File: src/rtl/inst_fetch.sv
// inst_fetch: single-outstanding instruction fetch stage with redirect handling.
// Optional macro IF_MISALIGN_CHECK_EN enables the sticky misaligned-redirect fault.
module inst_fetch #(
    parameter logic [31:0] RESET_PC = 32'h0000_0000
) (
    input  logic        clk,
    input  logic        rst,
    output logic        imem_req_valid,
    input  logic        imem_req_ready,
    output logic [31:0] imem_addr,
    input  logic        imem_rsp_valid,
    input  logic [31:0] imem_rsp_data,
    output logic [31:0] INST,
    output logic [31:0] PC_OUT,
    output logic        inst_valid,
    input  logic        id_ready,
    input  logic        redirect,
    input  logic [31:0] redirect_pc,
    output logic        fetch_fault
);
    typedef enum logic [1:0] {REQ, WAIT, HOLD, DROP} state_t;
    state_t state, state_d;
    logic [31:0] pc, pc_d, inst_d, pc_out_d, target;
    logic fault, fault_d, bad;
`ifdef IF_MISALIGN_CHECK_EN
    assign target = redirect_pc;
    assign bad = redirect_pc[1:0] != 2'b00;
`else
    assign target = redirect_pc & ~32'h3;
    assign bad = 1'b0;
`endif
    assign imem_req_valid = state == REQ && !redirect && !fault && !rst;
    assign inst_valid = state == HOLD && !fault && !rst;
    assign imem_addr = pc;
    assign fetch_fault = fault;
    always_comb begin
        state_d = state;
        pc_d = pc;
        inst_d = INST;
        pc_out_d = PC_OUT;
        fault_d = fault | (redirect & bad);
        if (redirect) begin
            pc_d = target;
            state_d = state == WAIT ? (imem_rsp_valid ? REQ : DROP) : state == DROP ? DROP : REQ;
        end else begin
            unique case (state)
                REQ: if (imem_req_valid && imem_req_ready) state_d = WAIT;
                WAIT: if (imem_rsp_valid) begin
                    state_d = HOLD;
                    inst_d = imem_rsp_data;
                    pc_out_d = pc;
                    pc_d = pc + 32'd4;
                end
                HOLD: if (id_ready) state_d = REQ;
                DROP: if (imem_rsp_valid) state_d = REQ;
            endcase
        end
    end
    always_ff @(posedge clk) begin
        if (rst) begin
            state <= REQ;
            pc <= RESET_PC;
            INST <= 32'h0000_0013;
            PC_OUT <= 32'h0;
            fault <= 1'b0;
        end else begin
            state <= state_d;
            pc <= pc_d;
            INST <= inst_d;
            PC_OUT <= pc_out_d;
            fault <= fault_d;
        end
    end
endmodule

File: config.mk
export PLATFORM = sky130hd
export DESIGN_NAME = inst_fetch
export DESIGN_NICKNAME = d
export VERILOG_FILES = /design/src/rtl/inst_fetch.sv
export SDC_FILE = /design/constraint.sdc
export NUM_CORES = 1
export LEC_CHECK = 0
export ABC_AREA = 1
export CAP_MARGIN = 20
export CORE_UTILIZATION = 30
export CTS_CLUSTER_SIZE = 20
export DETAILED_ROUTE_END_ITERATION = 6
export GPL_TIMING_DRIVEN = 0
export HOLD_SLACK_MARGIN = 0.08
export PLACE_DENSITY = 0.68
export SLEW_MARGIN = 20
export SYNTH_ARGS = -nofsm -noshare
export SYNTH_HDL_FRONTEND = slang
export SYNTH_SLANG_ARGS = --single-unit
File: constraint.sdc
create_clock -name clk -period 1.9 [get_ports clk]
set_clock_uncertainty 0.05 [all_clocks]
set_input_delay 0.475 -clock clk [delete_from_list [all_inputs] [get_ports clk]]
set_output_delay 0.475 -clock clk [all_outputs]
set_load 0.01 [all_outputs]
==> metrics.log <==
INFO  metric grt_start_max_net_pins = 16
INFO  metric worst_path_largest_cell_delay = 0.57 ns
INFO  metric detailroute.via_count = between 4000 and 5000
INFO  metric finalCriticalPeriod = 1.85 ns
INFO  metric tritoncts_buffers = 9
INFO  metric worstPathCellList = clkdlybuf4s50_1
INFO  metric ctsHoldBuffers = 0
INFO  metric clock_latency = around 0.35 ns
INFO  metric synth_area_leaders = sky130_fd_sc_hd__dfxtp_1 (43%), sky130_fd_sc_hd__nor2_1 (11%), sky130_fd_sc_hd__nand2_1 (11%)
INFO  metric cp_data_required_time = 1.37 ns
INFO  metric final_nets = 880
INFO  metric routed_wirelength = between 15 and 20 mm
INFO  metric rsz0062_at_grt = false
INFO  metric cpLargestDelayFamily = buffers and inverters
INFO  metric area_growth_syn_to_layout = 51.9%
INFO  metric power.total = 4970 uW
INFO  metric antenna-diode-count = 0
INFO  metric synthesis.area_per_instance = 6.92 um2
INFO  metric cap_violations = 0
INFO  metric grt_use_total = 0.209
INFO  metric number_of_antenna_violations_at_the_first_check_in_global_routing = 0
INFO  metric worst_ep_arrival_time = 1.33 ns
INFO  metric netlist.area_leader.share = 0.431
INFO  metric worst_slew_margin_rel = 0.565
INFO  metric run_status = finished, final reports clean
INFO  metric netlist-cell-type-count = 37
INFO  metric timing.setup.tns = 0 ns
INFO  metric slew_violations = 0
INFO  metric worst_path_max_delay_cell = sky130_fd_sc_hd__clkdlybuf4s50_1
INFO  metric timing.final.crit_share = 0.974
INFO  metric place.gp.congestion = 0.949
INFO  metric grt_first_pass_wirelength = 23.5 mm
INFO  metric ys_warn_count = 0
INFO  metric cts.path.max_buffers = 2
INFO  metric synth-seq-cells = 94
INFO  metric peak_ir_drop_on_the_vdd_network = 0.436 mV
INFO  metric power_density = ~750 mW/mm2
INFO  metric detail_route.first_pass.iterations = 6
INFO  metric drcViolationCount = 0
INFO  metric hold_path.class = reg2reg
INFO  metric critical_path.max_fanout = 6
INFO  metric design.portCount = 169
INFO  metric setup_viol_count_final = 0
INFO  metric timing_hold_violations_final = 0
INFO  metric initial_core_util = 0.311
INFO  metric static-leakage-power = 0.00253 uW
INFO  metric synth_top_cell_by_area = sky130_fd_sc_hd__dfxtp_1
INFO  metric final.hold.worst_slack = 0.426 ns
INFO  metric grt.overflow.total = 0
INFO  metric wl_per_cell = between 15 and 20 um
INFO  metric cts_htree_levels = 3
INFO  metric routed_via_density = between 4 and 5
INFO  metric port_buffers = 161
INFO  metric die_height = 123 um
INFO  metric drive_above_1_share = 0.125
INFO  metric max_freq = ~540 MHz
INFO  metric critPathKind = reg2out
INFO  metric core = between 0.01 and 0.015 mm2
INFO  metric clk_root_buffer_cell = sky130_fd_sc_hd__clkbuf_16
INFO  metric crit_path_end_kind = output port
INFO  metric clk_transition_reported_paths = 0.07 ns
INFO  metric dr.first_iter.drc_count = 311
INFO  metric cp.buffers_inverters = 1
INFO  metric tritoncts = built
INFO  metric fp.dieW = 123 um
INFO  metric synth.cell_area = 0.00437 mm2
INFO  metric worstSetupStartpointType = flip-flop
INFO  metric drtAntennaViolNets = 0
INFO  metric number_of_global_route_vias_before_repair = 4376
INFO  metric synth_seq_area_share = 0.431
INFO  metric tritoncts_num_sinks = 94
INFO  metric dp_hpwl = 11.5 mm
INFO  metric placement_rows = 43
INFO  metric fp.dieArea = 0.0151 mm2
INFO  metric worst_pin_slew = 0.652 ns
INFO  metric synthCells = 631
[layout make-up]
| class | instances | area [um2] |
|---|---|---|
| Inverter | 42 | 158 |
| Timing Repair Buffer | 163 | 1610 |
| Clock buffer | 11 | 253 |
| Clock inverter | 5 | 81.3 |
| Fill cell | 1436 | 7400 |
| Multi-Input combinational cell | 461 | 2170 |
| Tap cell | 180 | 225 |
| Sequential cell | 94 | 1910 |
| Buffer | 38 | 229 |
[per-stage QoR]
step / cells / utilization / setup slack (ns) / area [um2]
floorplan: 635 / - / 0.205 / 4380
global route: 994 / 0.473 / 0.00230 / 6640
detailed placement: 976 / 0.443 / -1.20 / 6220
finish: 994 / 0.473 / 0.0492 / 6640
global placement: 976 / 0.443 / -1.15 / 6220
CTS: 994 / 0.471 / 0.00172 / 6620
[worst paths after layout]
path | cells past startpoint | slack (ns) | start | endpoint
setup / recovery | 1 | 0.05 | imem_addr[18] | imem_addr[18]
hold / removal | 2 | 0.43 | INST[0] | INST[0]
setup reg to reg | 9 | 0.15 | imem_addr[2] | imem_addr[26]
hold reg to reg | 2 | 0.43 | INST[0] | INST[0]
[metal layers]
layer	track usage	part of all wire	routed length [um]
met4	0.0800	0.024	369
met2	0.328	0.44	6750
met5	0	0	0
met1	0.278	0.47	7160
met3	0.0441	0.065	994
[synth_stat cells]
library cell,number
sky130_fd_sc_hd__a211oi_1,6
sky130_fd_sc_hd__a21oi_1,30
sky130_fd_sc_hd__a21oi_2,2
sky130_fd_sc_hd__a221oi_1,1
sky130_fd_sc_hd__a22o_1,1
sky130_fd_sc_hd__a22oi_1,2
sky130_fd_sc_hd__a31oi_1,6
sky130_fd_sc_hd__and2_1,3
sky130_fd_sc_hd__and3_1,1
sky130_fd_sc_hd__buf_1,2
sky130_fd_sc_hd__buf_2,12
sky130_fd_sc_hd__buf_4,8
sky130_fd_sc_hd__clkbuf_1,16
sky130_fd_sc_hd__conb_1,1
sky130_fd_sc_hd__dfxtp_1,94
sky130_fd_sc_hd__ha_1,1
sky130_fd_sc_hd__inv_1,36
sky130_fd_sc_hd__inv_2,6
sky130_fd_sc_hd__nand2_1,123
sky130_fd_sc_hd__nand2_2,6
sky130_fd_sc_hd__nand3_1,27
sky130_fd_sc_hd__nand3_2,1
sky130_fd_sc_hd__nand3b_1,2
sky130_fd_sc_hd__nand4_1,4
sky130_fd_sc_hd__nor2_1,130
sky130_fd_sc_hd__nor2_2,9
sky130_fd_sc_hd__nor2_4,5
sky130_fd_sc_hd__nor3_1,8
sky130_fd_sc_hd__o211a_1,1
sky130_fd_sc_hd__o211ai_1,11
sky130_fd_sc_hd__o21ai_0,61
sky130_fd_sc_hd__o21ai_1,8
sky130_fd_sc_hd__o221ai_1,1
sky130_fd_sc_hd__o31ai_1,1
sky130_fd_sc_hd__or2_1,1
sky130_fd_sc_hd__or2_2,1
sky130_fd_sc_hd__xor2_1,3
[where the power goes]
part / internal, uW / leakage, uW / total (uW) / switching [uW]
Sequential: 2070 / 0.000775 / 2170 / 97.4
Combinational: 406 / 0.00159 / 786 / 380
Clock: 1230 / 0.000162 / 2020 / 794
[kinds of logic after synthesis]
| family | after synthesis | synth area share |
|---|---|---|
| simple gates | 321 | 0.312 |
| buf+inv | 80 | 0.0790 |
| xor+xnor | 3 | 0.00601 |
| compound gates | 131 | 0.169 |
| flops | 94 | 0.431 |
| other cells | 1 | 0.000858 |
| fa+ha+maj | 1 | 0.00286 |
[what timing repair did]
action                                  4_1_cts  5_1_grt
resized for setup                            42       24
endpoints found under the setup margin       66       42
pin swaps                                     0        3
buffers inserted                              2        0
[registers in the layout, indices dropped and copies added (netlist names)]
signal	count
imem_addr	30
INST	32
PC_OUT	30
state	2
[cells in the final DEF, fill, tap and decap left out, drive strengths merged, types with 2 or more instances in the layout]
cell type and count:
a211oi 6, a21oi 32, a22oi 2, a31oi 6, and2 3, buf 28, bufinv 2, clkbuf 26
clkdlybuf4s50 151, clkinv 2, conb 5, dfxtp 94, dlygate4sd2 6, inv 42, nand2 129, nand3 28
nand3b 2, nand4 4, nor2 144, nor3 8, o211ai 11, o21ai 69, or2 2, xor2 3
(Power assumes the default switching activity.)
